$ cat config.mk
export PLATFORM = sky130hd
export DESIGN_NAME = ldl_fifo_pop_stream_v1
export DESIGN_NICKNAME = d
export VERILOG_FILES = /design/src/rtl/ldl_fifo_pop_stream_v1.sv
export SDC_FILE = /design/constraint.sdc
export NUM_CORES = 1
export LEC_CHECK = 0
export ABC_AREA = 1
export CAP_MARGIN = 0
export CORE_ASPECT_RATIO = 0.5
export CORE_UTILIZATION = 50
export DETAILED_ROUTE_END_ITERATION = 8
export PLACE_DENSITY = 0.75
export SYNTH_ARGS = -nofsm -noshare
export SYNTH_HDL_FRONTEND = slang
export SYNTH_SLANG_ARGS = --single-unit
export TNS_END_PERCENT = 1
$ cat constraint.sdc
create_clock -name clk -period 2.31 [get_ports clk]
set_input_delay 0.231 -clock clk [delete_from_list [all_inputs] [get_ports clk]]
set_output_delay 0.231 -clock clk [all_outputs]
set_load 0.02 [all_outputs]
$ cat src/rtl/ldl_fifo_pop_stream_v1.sv
// ldl_fifo_pop_stream_v1: pops an LDL FIFO read port and re-presents the words as a
// valid/ready stream through an RD_LAT+2 skid buffer. Optional drain: LDL_POP_FLUSH_EN.
`default_nettype none

module ldl_fifo_pop_stream_v1 #(
    parameter  int DW     = 8,
    parameter  int RD_LAT = 1,
    localparam int LW     = $clog2(RD_LAT + 3)
) (
    input  logic          clk,
    input  logic          rst,
    input  logic          empty,
    output logic          re,
    input  logic [DW-1:0] fifo_dout,
    output logic          o_valid,
    input  logic          o_ready,
    output logic [DW-1:0] o_data,
`ifdef LDL_POP_FLUSH_EN
    input  logic          flush,
    output logic          flush_busy,
`endif
    output logic [LW-1:0] lvl
);

    localparam int DEPTH = RD_LAT + 2;
    localparam int PW    = $clog2(DEPTH);
    localparam int SW    = LW + 1;

    logic [DW-1:0] mem_q [DEPTH];
    logic [PW-1:0] wp_q, wp_d;
    logic [PW-1:0] rp_q, rp_d;
    logic [LW-1:0] lvl_q, lvl_d;
    logic          run_q;

    logic [SW-1:0] w_inflight;
    logic          w_ret;
    logic          w_wr;
    logic          w_rd;
    logic          w_credit;
    logic          w_busy;
    logic          w_flush_go;

    function automatic logic [PW-1:0] ptr_inc(input logic [PW-1:0] p);
        return (p == PW'(DEPTH - 1)) ? '0 : p + 1'b1;
    endfunction

    // Issued-pop tracking: the bit leaving the pipe marks the cycle fifo_dout is valid.
    generate
        if (RD_LAT == 0) begin : g_lat0
            assign w_ret      = re;
            assign w_inflight = '0;
        end else begin : g_latn
            logic [RD_LAT-1:0] pipe_q, pipe_d;

            always_comb begin
                pipe_d    = pipe_q;
                pipe_d[0] = re;
                for (int i = 1; i < RD_LAT; i++) begin
                    pipe_d[i] = pipe_q[i-1];
                end
            end

            always_ff @(posedge clk or negedge rst) begin
                if (!rst) begin
                    pipe_q <= '0;
                end else begin
                    pipe_q <= pipe_d;
                end
            end

            always_comb begin
                w_inflight = '0;
                for (int i = 0; i < RD_LAT; i++) begin
                    w_inflight = w_inflight + SW'(pipe_q[i]);
                end
            end

            assign w_ret = pipe_q[RD_LAT-1];
        end
    endgenerate

`ifdef LDL_POP_FLUSH_EN
    logic busy_q, busy_d;

    assign w_flush_go = flush && !busy_q;
    assign w_busy     = busy_q;
    assign flush_busy = busy_q;

    always_comb begin
        busy_d = busy_q;
        if (w_flush_go) begin
            busy_d = 1'b1;
        end else if (busy_q && empty && (w_inflight == '0)) begin
            busy_d = 1'b0;
        end
    end

    always_ff @(posedge clk or negedge rst) begin
        if (!rst) begin
            busy_q <= 1'b0;
        end else begin
            busy_q <= busy_d;
        end
    end
`else
    assign w_flush_go = 1'b0;
    assign w_busy     = 1'b0;
`endif

    // Credits count words already buffered plus words still in the RAM pipe,
    // so a pop never needs to see o_ready and the buffer cannot overflow.
    assign w_credit = (({1'b0, lvl_q} + w_inflight) < SW'(DEPTH));
    assign re       = run_q && !empty && (w_busy || w_credit);

    assign o_valid  = (lvl_q != '0) && !w_busy;
    assign o_data   = mem_q[rp_q];
    assign lvl      = lvl_q;

    assign w_wr     = w_ret && !w_busy && !w_flush_go;
    assign w_rd     = o_valid && o_ready;

    always_comb begin
        wp_d  = wp_q;
        rp_d  = rp_q;
        lvl_d = lvl_q;
        if (w_flush_go) begin
            wp_d  = '0;
            rp_d  = '0;
            lvl_d = '0;
        end else begin
            if (w_wr) begin
                wp_d = ptr_inc(wp_q);
            end
            if (w_rd) begin
                rp_d = ptr_inc(rp_q);
            end
            case ({w_wr, w_rd})
                2'b10:   lvl_d = lvl_q + 1'b1;
                2'b01:   lvl_d = lvl_q - 1'b1;
                default: lvl_d = lvl_q;
            endcase
        end
    end

    always_ff @(posedge clk or negedge rst) begin
        if (!rst) begin
            run_q <= 1'b0;
            wp_q  <= '0;
            rp_q  <= '0;
            lvl_q <= '0;
        end else begin
            run_q <= 1'b1;
            wp_q  <= wp_d;
            rp_q  <= rp_d;
            lvl_q <= lvl_d;
        end
    end

    always_ff @(posedge clk or negedge rst) begin
        if (!rst) begin
            for (int i = 0; i < DEPTH; i++) begin
                mem_q[i] <= '0;
            end
        end else if (w_wr) begin
            mem_q[wp_q] <= fifo_dout;
        end
    end

endmodule

`default_nettype wire
Word level (Yosys, flattened, before mapping):

Cells that the tools add are included.

* bits in registers: 32
* bits in latches: 0
* bits in writable memories: 0
* bits in read-only memories: 0
* input bits: 12
* output and inout port bits: 12
* word-level logic and storage cells: 39
* memories: 0

* $add $sub $neg: 5
* $mul: 0
* div/mod/pow operators: 0
* $lt $le $gt $ge: 4
* equal/unequal tests: 4
* shift operators: 0
* muxes and demuxes: 9
* bitwise operators: 2
* reductions and logical operators: 7

Operators with widths (number)
* $bwmux W24: 1
* $mux W8: 3
* $bmux W8 S2: 1
* $demux W8 S2: 1
* $add A2 B1 Y2 const B: 3
* $eq A2 B2 Y1 const B: 3
* $ge A3 B3 Y1 const B: 2
* $not A2 Y3: 2
* $logic_and A1 B1 Y1: 4
* $mux W2: 2
* $pmux W2 S2: 1
* $reduce_bool A2 Y1: 2
* $add A2 B1 Y3: 1
* $lt A3 B1 Y1 const B: 1
* $lt A3 B2 Y1 const B: 1
* $eq A2 B1 Y1 const B: 1
* $sub A2 B1 Y2 const B: 1
* $logic_not A1 Y1: 1

Depth between registers and ports, before layout:

* word-level depth: 6
* gate-level depth with buffers: 10
* depth with buffers taken out: 10

Least setup slack after synthesis:

OpenSTA, ideal clock, no wires.

* kind: reg-to-output
* start point: reg lvl_q[0] (netlist: lvl[0])
* end point: out re
* data arrival time: 1.405 ns
* data required time: 2.079 ns
* setup slack: 0.674 ns
* stages on the path, launching flop included: 6
* buffers on the path: 0
* cell sequence: dfrtp_1 -> ha_1 -> ha_1 -> nand2_1 -> nand3b_1 -> nor2_1

* word-level cells in the longest chain between the ends: 3

Ends and longest elaborated chain
* start, declared: RTL line 32 `logic [LW-1:0] lvl_q, lvl_d;`
* start signal, assigned: RTL line 155 `lvl_q <= lvl_d;`
* $add A2 B1 Y3: RTL line 112 `assign w_credit = (({1'b0, lvl_q} + w_inflight) < SW'(DEPTH));`
* $lt A3 B2 Y1: RTL line 112
* $logic_and A1 B1 Y1: RTL line 113 `assign re = run_q && !empty && (w_busy || w_credit);`
* end, declared: RTL line 13 `output logic re,`

Every way passes these cells.

Final worst setup path:

* start point: reg rp_q[0]
* end point: out o_data[6]

* word-level cells in the longest chain between the ends: 4

Ends and longest elaborated chain
* start, declared: RTL line 31 `logic [PW-1:0] rp_q, rp_d;`
* start signal, assigned: RTL line 154 `rp_q <= rp_d;`
* $not A2 Y3 (implied by the code): RTL line 116 `assign o_data = mem_q[rp_q];`
* $bmux W8 S2: RTL line 116
* $mux W8 (implied by the code) (2 in a row): RTL line 116
* end, declared: RTL line 17 `output logic [DW-1:0] o_data,`

Every way passes these cells. The select of a mux whose other input is x is not followed.

==> metrics.cfg <==
[yosys]
yosysSeqAreaShare=0.522
avgSynthCellArea_um2=9.42
syn-num-nets=178
synth_cell_types=16
synthCells=163
syn-cell-area_um2=1540
yosys_register_bits=32
ys.warnings.count=0

[finish]
drive_gt1_frac=0.205
finalCoreUtilization=0.690
area_growth_pct=23.6
seqCellArea_um2=801
nNetsFinal=209
fin_area_um2=1900
antenna_cells=0
multiInputGateArea_um2=633
fillers=220

[floorplanning]
core_um2=2750
dieArea_um2=3310
die_y_um=41.2
start_util=0.558
die_x_um=80.4
io_pins=24
row_count=13

[global_routing]
overflow=0
antenna_found_initial=0
grt_pass1_wl_mm=4.82
track_usage=0.217
grt_pass1_vias=1011
grt_max_degree=33

[route]
drc=0
via_count=1148
drt-initial-drc-count=87
viasPerCell=4.95
drtPass1Iterations=4
drt-wirelength-per-cell_um=12.6
detail-route-antenna-nets=0
wirelength_mm=2.93

[timing]
max_freq_mhz=462
period_needed_ns=2.16
hold_violations=0
finalSetupTns_ns=0
period_share=0.937
fin_skew_ns=0.00523
slew_viol_final=0
setup_viol=0
rsz0062_at_grt=false

[clock_network]
cts_made_buffers=5
clock_latency_ns=0.29
htreeDepth=2
cts_root_buf=clkbuf_8
cts.path.max_buffers=2
cts_hold_buf=0
path_clk_slew_ns=0.06
cts_tree=built
cts_setup_buffers=0
cts.sinks=32

[worst_setup_path]
cp-end-kind=primary output
cp.required_ns=2.08
crit_fanout=9
cp-start-kind=register
crit_type=reg2out
cp_data_arrival_time_ns=1.93

[pwr]
leakage_nw=0.927
power_w=0.00285
ir_drop_uv=735
power_density_nw_per_um2=1500

[placed_design]
hpwlAfterDp_mm=2.00
place_area_um2=1810
place.gp.congestion=0.680
port_buffers=23

[status]
status=completed

[hold_path]
hold_class=in2async

[run]
drv_cap=0

[path summary, 6_finish.rpt]
kind                              to  cells after the start  startpoint  slack (ns)
hold reg to reg             mem_q[2]                      2    mem_q[2]        0.48
min in group clk            mem_q[2]                      2    mem_q[2]        0.48
setup / recovery           o_data[6]                      5     rp_q[0]        0.15
max in group asynchronous    wp_q[0]                      2         rst        1.68
setup reg to reg              lvl[1]                      9      lvl[1]        0.83
hold / removal             mem_q[17]                      2         rst        0.34
[cells in the mapped netlist, drive strengths merged]
library cell	number	area [µm²]
nand3	12	97.6
ha	3	37.5
nor2	4	17.5
o21ai	26	220
buf	3	33.8
nand3b	1	7.51
inv	18	67.6
nand4	1	6.26
dfrtp	32	801
nand2	61	234
xnor2	1	8.76
conb	1	3.75
[stage by stage]
stage / instances / setup WS (ns) / hold WS [ns]
2_1_floorplan: 163 / 0.674 / -0.0646
3_3_place_gp: 224 / 0.354 / 0.466
3_5_place_dp: 224 / 0.206 / 0.468
4_1_cts: 232 / 0.129 / 0.354
5_1_grt: 232 / 0.0185 / 0.376
6_report: 232 / 0.146 / 0.341
[cell type report]
type                            instances  share of cell area
Timing Repair Buffer                   27               0.137
Sequential cell                        32               0.422
Inverter                               18              0.0356
Multi-Input combinational cell        110               0.334
Clock buffer                            8              0.0475
Tap cell                               37              0.0244
[cell families (layout without fill, tap and decap cells)]
family / count (synthesis) / in the layout / share of synthesized area
fa+ha+maj: 3 / 3 / 0.0245
xor+xnor: 1 / 1 / 0.00571
simple gates: 79 / 79 / 0.236
compound gates: 26 / 26 / 0.143
buf+inv: 21 / 53 / 0.0660
other cells: 1 / 1 / 0.00244
flops: 32 / 32 / 0.522
[critical path, stage by stage (launching register included)]
cell             delay (ns)
dfrtp_1                0.39
inv_1                  0.06
nor2_2                 0.37
nand2_1                0.11
nand3_1                0.11
clkdlybuf4s50_1        0.60
[where the power goes]
part	leakage, nW	total (W)	switching (W)	internal [W]
Sequential	0.389	0.000996	0.000167	0.000830
Combinational	0.492	0.00141	0.000789	0.000624
Clock	0.0455	0.000441	0.000198	0.000243
[repair_timing]
action | CTS | global route
endpoints found under the hold margin | 0 | 0
endpoints found under the setup margin | 1 | 0
gates resized for setup | 1 | 0
[sequential cells by signal, indices dropped and copies added (netlist names)]
register       count
g_latn.pipe_q      1
lvl                2
mem_q             24
rp_q               2
run_q              1
wp_q               2
[metal layers]
layer / global-route usage / vias to the layer above / share of wire / wire [µm]
met3: 0.0600 / 8 / 0.038 / 112
met1: 0.256 / 534 / 0.46 / 1350
met4: 0.121 / 0 / 0.019 / 56
li1: - / 581 / - / -
met5: 0 / - / 0 / 0
met2: 0.381 / 25 / 0.48 / 1420
[layout by cell type (no fill, tap or decap)]
| master | n |
|---|---|
| nand2_1 | 59 |
| dfrtp_1 | 32 |
| o21ai_2 | 24 |
| clkdlybuf4s50_1 | 22 |
| inv_1 | 18 |
| nand3_1 | 9 |
| clkbuf_8 | 6 |
| buf_4 | 4 |
| nor2_1 | 3 |
| nand3_4 | 3 |
| ha_1 | 3 |
| nand2_2 | 2 |
| o21ai_0 | 2 |
| clkbuf_1 | 2 |
| nor2_2 | 1 |
| nand3b_1 | 1 |
| xnor2_1 | 1 |
| nand4_1 | 1 |
| dlygate4sd2_1 | 1 |
| conb_1 | 1 |
(Power assumes the default switching activity.)
